--- src/rtl/board_vga_renderer.sv ---
// Double-buffered 16x16 life board rendered as 640x480@60 VGA, cells CELL_PX square.
// Optional macro GRID_LINES_EN: draw 12'h444 on each cell's first pixel column and row.
module board_vga_renderer #(
  parameter int H_ACTIVE = 640,
  parameter int H_FP = 16,
  parameter int H_SYNC = 96,
  parameter int H_BP = 48,
  parameter int V_ACTIVE = 480,
  parameter int V_FP = 10,
  parameter int V_SYNC = 2,
  parameter int V_BP = 33,
  parameter int CELL_PX = 30,
  parameter int BOARD_X0 = 80,
  parameter int BOARD_Y0 = 0,
  parameter logic [11:0] ALIVE_RGB = 12'hFFF,
  parameter logic [11:0] DEAD_RGB = 12'h111,
  parameter logic [11:0] BG_RGB = 12'h000
) (
  input  logic         clk,
  input  logic         reset,
  input  logic         pix_ce,
  input  logic [255:0] board_in,
  input  logic         board_valid,
  output logic         board_ack,
  output logic         frame_start,
  output logic         hsync,
  output logic         vsync,
  output logic [11:0]  rgb
);

  localparam int H_TOTAL = H_ACTIVE + H_FP + H_SYNC + H_BP;
  localparam int V_TOTAL = V_ACTIVE + V_FP + V_SYNC + V_BP;
  localparam int HW = $clog2(H_TOTAL);
  localparam int VW = $clog2(V_TOTAL);
  localparam int SW = (CELL_PX > 1) ? $clog2(CELL_PX) : 1;

  logic [HW-1:0] h_cnt, h_next;
  logic [VW-1:0] v_cnt, v_next;
  logic          h_last, v_last;

  logic [3:0]    col, row;
  logic [SW-1:0] sub_x, sub_y;
  logic          x_in, y_in;

  logic [255:0]  shadow, display;
  logic          pending, promote;

  logic          active, in_board;
  logic          hs_n, vs_n;
  logic [11:0]   pix_rgb;

  always_comb begin
    h_last = (h_cnt == HW'(H_TOTAL - 1));
    v_last = (v_cnt == VW'(V_TOTAL - 1));
    h_next = h_last ? '0 : h_cnt + 1'b1;
    v_next = v_cnt;
    if (h_last)
      v_next = v_last ? '0 : v_cnt + 1'b1;
  end

  always_ff @(posedge clk or posedge reset) begin
    if (reset) begin
      h_cnt <= '0;
      v_cnt <= '0;
    end else if (pix_ce) begin
      h_cnt <= h_next;
      v_cnt <= v_next;
    end
  end

  // Cell address counters track the pixel currently at (h_cnt, v_cnt).
  always_ff @(posedge clk or posedge reset) begin
    if (reset) begin
      col   <= '0;
      sub_x <= '0;
      x_in  <= 1'b0;
    end else if (pix_ce) begin
      if (h_next == HW'(BOARD_X0)) begin
        col   <= '0;
        sub_x <= '0;
        x_in  <= 1'b1;
      end else if (sub_x == SW'(CELL_PX - 1)) begin
        sub_x <= '0;
        col   <= col + 4'd1;
        if (col == 4'd15)
          x_in <= 1'b0;
      end else begin
        sub_x <= sub_x + 1'b1;
      end
    end
  end

  always_ff @(posedge clk or posedge reset) begin
    if (reset) begin
      row   <= '0;
      sub_y <= '0;
      y_in  <= (BOARD_Y0 == 0);
    end else if (pix_ce && h_last) begin
      if (v_next == VW'(BOARD_Y0)) begin
        row   <= '0;
        sub_y <= '0;
        y_in  <= 1'b1;
      end else if (sub_y == SW'(CELL_PX - 1)) begin
        sub_y <= '0;
        row   <= row + 4'd1;
        if (row == 4'd15)
          y_in <= 1'b0;
      end else begin
        sub_y <= sub_y + 1'b1;
      end
    end
  end

  always_comb begin
    active   = (h_cnt < HW'(H_ACTIVE)) && (v_cnt < VW'(V_ACTIVE));
    in_board = x_in && y_in;
    hs_n = !((h_cnt >= HW'(H_ACTIVE + H_FP)) &&
             (h_cnt < HW'(H_ACTIVE + H_FP + H_SYNC)));
    vs_n = !((v_cnt >= VW'(V_ACTIVE + V_FP)) &&
             (v_cnt < VW'(V_ACTIVE + V_FP + V_SYNC)));
    pix_rgb = 12'h000;
    if (active) begin
      if (in_board)
        pix_rgb = display[{row, col}] ? ALIVE_RGB : DEAD_RGB;
      else
        pix_rgb = BG_RGB;
`ifdef GRID_LINES_EN
      if (in_board && (sub_x == '0 || sub_y == '0))
        pix_rgb = 12'h444;
`endif
    end
  end

  always_ff @(posedge clk or posedge reset) begin
    if (reset) begin
      hsync       <= 1'b1;
      vsync       <= 1'b1;
      rgb         <= 12'h000;
      frame_start <= 1'b0;
    end else begin
      frame_start <= pix_ce && (h_cnt == '0) && (v_cnt == '0);
      if (pix_ce) begin
        hsync <= hs_n;
        vsync <= vs_n;
        rgb   <= pix_rgb;
      end
    end
  end

  // Swap only at the start of vblank so a frame never mixes generations.
  assign promote = pix_ce && pending && (h_cnt == '0) &&
                   (v_cnt == VW'(V_ACTIVE));

  always_ff @(posedge clk or posedge reset) begin
    if (reset) begin
      shadow    <= '0;
      display   <= '0;
      pending   <= 1'b0;
      board_ack <= 1'b0;
    end else begin
      board_ack <= promote;
      if (promote)
        display <= shadow;
      if (board_valid) begin
        shadow  <= board_in;
        pending <= 1'b1;
      end else if (promote) begin
        pending <= 1'b0;
      end
    end
  end

endmodule

--- config.mk ---
export PLATFORM = sky130hd
export DESIGN_NAME = board_vga_renderer
export DESIGN_NICKNAME = d
export VERILOG_FILES = /design/src/rtl/board_vga_renderer.sv
export SDC_FILE = /design/constraint.sdc
export NUM_CORES = 1
export LEC_CHECK = 0
export ABC_AREA = 1
export BUFFER_PORTS_ARGS = -buffer_cell sky130_fd_sc_hd__buf_4
export CAP_MARGIN = 20
export CORE_ASPECT_RATIO = 0.8
export CORE_MARGIN = 2
export CORE_UTILIZATION = 40
export DETAILED_ROUTE_END_ITERATION = 10
export PLACE_DENSITY = 0.69
export REMOVE_ABC_BUFFERS = 1
export SYNTH_ARGS = -nofsm -noshare
export SYNTH_HDL_FRONTEND = slang
export SYNTH_SLANG_ARGS = --single-unit
export TNS_END_PERCENT = 30
--- constraint.sdc ---
create_clock -name clk -period 45.6 [get_ports clk]
set_input_delay 13.68 -clock clk [delete_from_list [all_inputs] [get_ports clk]]
set_output_delay 13.68 -clock clk [all_outputs]
set_load 0.05 [all_outputs]
==> metrics.csv, run 1 <==
stage,metric,value,unit
status,outcome,"complete, no violations",
cts,setup bufs post-CTS,0,
critical_path,kind of end point of the critical path,flip-flop,
global_routing,first-pass GRT wire length,99920,um
die,die area,62560,um^2
cells_and_area,most frequent cells in the layout,"nand2_1, dfrtp_1, o21ai_0, inv_1, buf_4",
timing,Setup Viol. Count Final,0,
global_routing,vias in the first global route,18448,
logic_synthesis,cells after synthesis,2905,
cts,clock buffer count from CTS,56,
global_routing,initial antenna violation count,1,
die,Starting Density,0.4054,
cells_and_area,# diodes,0,
timing,Max-slew headroom,0.1898,
critical_path,CP dominant cell by count,buf_4,
timing,Max Clock Freq,64.06,MHz
power,P_leak,14.00,nW
cells_and_area,Area growth syn-to-layout,17.78,%
timing,Hold Slack,463.7,ps
drt,Avg WL per Cell,15.85,um
logic_synthesis,sequential area share after synthesis,0.5775,
timing,post-route clock period utilization,0.3423,
critical_path,critical path arrival,16060,ps
drt,vias,19100,
critical_path,critical path data required time,46050,ps
timing,max-slew violations,0,
timing,RSZ-0062 raised after global routing,no,
critical_path,Slowest cell on crit path,buf_4,
logic_synthesis,Post-synth EDFFs,0,
die,I/O pin total,276,
critical_path,Startpoint Class,input pin,
die,core area,59760,um^2
drt,Total Routed Length,61830,um
place,dpl hpwl,39050,um
die,overall die height,224.1,um
global_routing,Tot GR Track Use,0.2005,
logic_synthesis,#FFs+latches synth,559,
drt,"antenna viol nets, final",0,
drt,initial DRC count,1898,
logic_synthesis,Post-synth ARST share,1.000,
global_routing,largest net degree at the start of global routing,223,
timing,post-layout min period,15610,ps
timing,final hold violation count,0,
cts,clock root buffer,clkbuf_16,
worst_hold_path,Worst Hold Class,reg2reg,
die,row count,80,
place,gpl congestion,0.8453,
cts,clk buf depth,3,
critical_path,largest stage delay on the critical path,730,ps
drt,vias per inst,4.896,
timing,Worst Tran Pin Value,1215,ps
timing,clk_skew,15.61,ps
timing,setup TNS,0,ps
logic_synthesis,synthesized area,24230,um^2
cells_and_area,layout cells sized above 1,0.1361,
cells_and_area,"commonest non-fill, non-tap cell in the layout",nand2_1,
logic_synthesis,"Distinct cells, synth",37,
cts,clk_lat worst skew,610,ps
critical_path,crit-path cells,"buf_8, buf_4, buf_4, o21ai_0",
power,Pwr Density,40.57,nW/um^2
cts,post-CTS sizing,0,
cts,"Hold-fix buffers, CTS",0,
critical_path,Crit Path Max Fanout,198,
logic_synthesis,Synth Warn #,0,
place,# port buffers,275,
critical_path,crit path kind,in2reg,
die,Die Span X,279.2,um
global_routing,grt total ovfl,0,
drt,first drt pass iteration count,7,
cts,CTS tree,done,
cts,Worst-path clk slew,60,ps
critical_path,register-to-register setup slack,41960,ps
cts,H-tree depth,2,
cells_and_area,final net count,3346,
logic_synthesis,Synth Area per Inst,8.340,um^2
cells_and_area,Layout fillers,5661,
drt,DR DRC count,0,
power,worst vdd ir,0.03286,mV
logic_synthesis,Most used DFF post-synth,dfrtp_1,
run,Max-Cap Viols,0,
cts,CTS Sinks,559,
sequential cells by signal, indices dropped and copies added, names as in the netlist:
signal       count
x_in             1
row              4
y_in             1
col              4
shadow         256
sub_y            5
board_ack        1
vsync            1
v_cnt           10
h_cnt           10
display        256
rgb              2
frame_start      1
hsync            1
sub_x            5
pending          1
cell usage after synthesis, types with 3 or more instances:
| cell type | number | area [um^2] |
|---|---|---|
| ha_1 | 10 | 125.1 |
| nor2_2 | 3 | 18.77 |
| inv_1 | 303 | 1137 |
| clkbuf_1 | 89 | 334.1 |
| nand2_1 | 978 | 3671 |
| nor2_1 | 41 | 153.9 |
| nor3_1 | 6 | 30.03 |
| o21ai_0 | 312 | 1562 |
| nand4_1 | 16 | 100.1 |
| o21ai_1 | 239 | 1196 |
| nand3_1 | 179 | 895.9 |
| dfstp_2 | 3 | 78.83 |
| xor2_1 | 9 | 78.83 |
| buf_4 | 10 | 75.07 |
| buf_1 | 6 | 22.52 |
| nor2_4 | 3 | 33.78 |
| nand2_2 | 5 | 31.28 |
| inv_2 | 7 | 26.28 |
| buf_2 | 73 | 365.4 |
| a21oi_1 | 33 | 165.2 |
| dfrtp_1 | 556 | 13910 |
| nand2_4 | 3 | 33.78 |
| o22ai_1 | 3 | 18.77 |
metal layers:
layer	vias to the layer above	routed length, um	track usage	share of wire
li1	9524	-	-	-
met1	8971	29890	0.2973	0.48
met2	511	26790	0.3040	0.43
met3	92	3869	0.03619	0.063
met4	2	1265	0.04995	0.020
met5	-	9	0	0.00015
cells by family after synthesis:
family	share of synthesized area
simple gates	0.2092
fa+ha+maj	0.005164
mux	0.0004132
compound gates	0.1231
buf+inv	0.08129
xor+xnor	0.003254
flops	0.5775
final timing paths:
kind / endpoint / startpoint / cells after the start
hold reg to reg: y_in / y_in / 2
max in group asynchronous: shadow[89] / reset / 4
setup reg to reg: rgb[10] / col[0] / 14
min in group asynchronous: shadow[146] / reset / 2
hold / removal: y_in / y_in / 2
setup / recovery: shadow[131] / board_valid / 4
worst max-delay path, delay by kind of cell:
kind | cells | cell delay [ps]
buffers and inverters | 3 | 1950
AOI/OAI and AO/OA | 1 | 200
stage by stage:
step / total power (W) / cell area (um^2) / setup slack [ps] / util / cells
detailed placement: 0.0006974 / 26660 / 29290 / 0.4461 / 3797
global placement: 0.0006949 / 26660 / 29330 / 0.4461 / 3797
global route: 0.001211 / 28530 / 29610 / 0.4775 / 3901
finish: 0.001158 / 28530 / 29990 / 0.4775 / 3901
floorplan: 0.0006257 / 23430 / 16290 / - / 2726
CTS: 0.001170 / 28530 / 29960 / 0.4775 / 3901
layout make-up:
class | instances | area, um^2 | share of cell area
sequential | 559 | 14000 | 0.4906
multi-input combinational | 1856 | 8277 | 0.2901
timing repair buffer | 292 | 2225 | 0.07796
clock buffer | 79 | 1619 | 0.05674
inverter | 311 | 1185 | 0.04152
tap | 779 | 974.7 | 0.03416
clock inverter | 25 | 256.5 | 0.008989
report_power, final:
part	internal, W	switching, W
sequential	0.000522	0.0000205
combinational	0.0000448	0.0000991
clock	0.000271	0.000200
(Power assumes the default switching activity.)
==> inputs of run 2 (changes only) <==
PLACE_DENSITY = 0.71   (was 0.69)
clock period = 13.3 ns   (was 45.6 ns; I/O delays follow)
==> run 2 against run 1 <==
Against the previous run:
- register-to-register slack lost 33000 ps
- highest routed layer is now met4
- clock power grew to 3.8 times the previous value
- sequential cell count stayed put
- via count up 0.87%
==> metrics.csv, run 2 (same netlist as run 1, synthesis figures left out) <==
stage,metric,value,unit,change
drt,Avg WL per Cell,15.97,um,was 15.85 um
die,row count,80,,unchanged
cells_and_area,most frequent cells in the layout,"nand2_1, dfrtp_1, o21ai_0, inv_1, buf_4",,unchanged
cells_and_area,layout cells sized above 1,0.1376,,was 0.1361
global_routing,Tot GR Track Use,0.2011,,was 0.2005
timing,Hold Slack,471.4,ps,was 463.7 ps
power,Pwr Density,144.2,nW/um^2,was 40.57 nW/um^2
timing,post-layout min period,6809,ps,
critical_path,critical path arrival,7320,ps,was 16060 ps
cts,clock root buffer,clkbuf_16,,unchanged
worst_hold_path,hold endpoint,y_in,,unchanged
drt,vias,19266,,was 19100
cells_and_area,final net count,3346,,unchanged
cts,clk_lat worst skew,610,ps,about the same
critical_path,critical path data required time,13810,ps,was 46050 ps
place,Area after DPL,26660,um^2,about the same
critical_path,register-to-register setup slack,9180,ps,was 41960 ps
power,Reg power frac,0.449,,was 0.469
die,core area,59760,um^2,unchanged
cts,setup bufs post-CTS,0,,unchanged
cts,clk buf depth,3,,unchanged
drt,initial DRC count,1580,,was 1898
cts,H-tree depth,2,,unchanged
critical_path,largest stage delay on the critical path,830,ps,was 730 ps
cts,Worst-path clk slew,70,ps,was 60 ps
timing,Setup Viol. Count Final,0,,unchanged
run,Max-Cap Viols,0,,unchanged
cells_and_area,area of the multi-input gates,8277,um^2,unchanged
timing,post-route clock period utilization,0.5120,,
cells_and_area,Top Registers,"display: 256 flops, shadow: 256 flops",,unchanged
timing,Max-slew headroom,0.2828,,was 0.1898
cts,"Hold-fix buffers, CTS",0,,unchanged
die,I/O pin total,276,,unchanged
die,Die Span X,279.2,um,unchanged
critical_path,Slowest cell on crit path,buf_4,,unchanged
drt,"antenna viol nets, final",0,,unchanged
power,Comb pwr share,0.119,,was 0.124
cells_and_area,"commonest non-fill, non-tap cell in the layout",nand2_1,,unchanged
power,Int Pwr,0.003051,W,was 0.0008381 W
cells_and_area,Layout fillers,5596,,was 5661
cts,post-CTS sizing,0,,unchanged
timing,final hold violation count,0,,unchanged
drt,vias per inst,4.935,,was 4.896
drt,Total Routed Length,62350,um,was 61830 um
drt,DR DRC count,0,,unchanged
cts,clock buffer count from CTS,56,,unchanged
power,Tot Pwr,0.004153,W,was 0.001158 W
cells_and_area,Final Instance Area,28810,um^2,was 28530 um^2
power,worst vdd ir,0.1200,mV,was 0.03286 mV
cells_and_area,Reg area,14000,um^2,unchanged
global_routing,vias in the first global route,18281,,was 18448
power,switching power,0.001102,W,was 0.0003195 W
timing,Worst Tran Pin Value,1074,ps,was 1215 ps
cells_and_area,Area growth syn-to-layout,18.92,%,was 17.78%
global_routing,grt total ovfl,0,,unchanged
critical_path,Crit Path Max Fanout,214,,was 198
critical_path,Worst R2R Start,v_cnt[0],,was col[0]
timing,RSZ-0062 raised after global routing,no,,unchanged
place,placed cell count,3796,,was 3797
worst_hold_path,Worst Hold Class,reg2reg,,unchanged
die,die area,62560,um^2,unchanged
global_routing,initial antenna violation count,1,,unchanged
critical_path,Reg-to-Reg End,display[253],,was rgb[10]
timing,Max Clock Freq,146.9,MHz,
global_routing,first-pass GRT wire length,100000,um,was 99920 um
cts,CTS Sinks,559,,unchanged
critical_path,Startpoint Class,input pin,,unchanged
critical_path,kind of end point of the critical path,flip-flop,,unchanged
place,# port buffers,275,,unchanged
drt,first drt pass iteration count,5,,was 7
cts,CTS tree,done,,unchanged
timing,setup TNS,0,ps,unchanged
critical_path,crit-path cells,"buf_4, nand3_1, nor2_1, nand3_1, nor3_4, inv_8, buf_4, buf_12, nand2_1, o21ai_1",,"was buf_8, buf_4, buf_4, o21ai_0"
power,P_leak,14.11,nW,was 14.00 nW
die,Starting Density,0.4054,,unchanged
critical_path,FF-to-FF path depth,11,,was 14
power,sw frac,0.2653,,was 0.2760
cells_and_area,fin cells,3904,,was 3901
place,dpl hpwl,38580,um,was 39050 um
timing,clk_skew,20.00,ps,was 15.61 ps
global_routing,largest net degree at the start of global routing,215,,was 223
status,outcome,"complete, no violations",,unchanged
power,clock share of power,0.432,,was 0.407
critical_path,crit path kind,in2reg,,unchanged
timing,max-slew violations,0,,unchanged
worst_hold_path,Hold Crit Depth,2,,unchanged
place,gpl congestion,0.8410,,was 0.8453
worst_hold_path,HP Start,y_in,,unchanged
die,overall die height,224.1,um,unchanged
-- run 2: metal layers --
layer	share of wire	vias to the layer above	routed length [um]	GRT usage
met5	0	-	0	0
met4	0.018	0	1120	0.05012
met3	0.057	79	3557	0.03056
met2	0.44	501	27130	0.3055
met1	0.49	9149	30540	0.3013
li1	-	9537	-	-
-- run 2: critical path: cells and delay by family --
kind / cells / cell delay [ps]
compound gates: 1 / 140
buf+inv: 4 / 2070
simple gates: 5 / 510
-- run 2: worst max path at each step --
stage	from	to	slack [ps]
CTS	pix_ce	display[253]	6690
finish	pix_ce	display[253]	6490
detailed placement	pix_ce	display[164]	6080
global route	pix_ce	display[250]	6250
global placement	pix_ce	display[122]	6170
floorplan	reset	board_ack	-6320
-- run 2: metrics by stage --
step	setup WS (ps)	utilization
global placement	6167	0.4462
global route	6249	0.4821
finish	6491	0.4821
detailed placement	6081	0.4462
CTS	6688	0.4817
floorplan	-6317	-
-- run 2: power groups by stage --
stage | Combinational [W] | Clock (W) | Sequential, W
floorplan | 0.000254 | 0 | 0.00189
global placement | 0.000493 | 0 | 0.00189
detailed placement | 0.000500 | 0 | 0.00190
CTS | 0.000502 | 0.00183 | 0.00186
global route | 0.000560 | 0.00190 | 0.00188
finish | 0.000493 | 0.00180 | 0.00186
-- run 2: layout make-up --
type / instances / area share
Clock buffer: 76 / 0.05620
Clock inverter: 30 / 0.01750
Sequential cell: 559 / 0.4859
Tap cell: 779 / 0.03383
Timing Repair Buffer: 292 / 0.07809
Antenna cell: 1 / 0.00008686
Inverter: 311 / 0.04113
Multi-Input combinational cell: 1856 / 0.2873
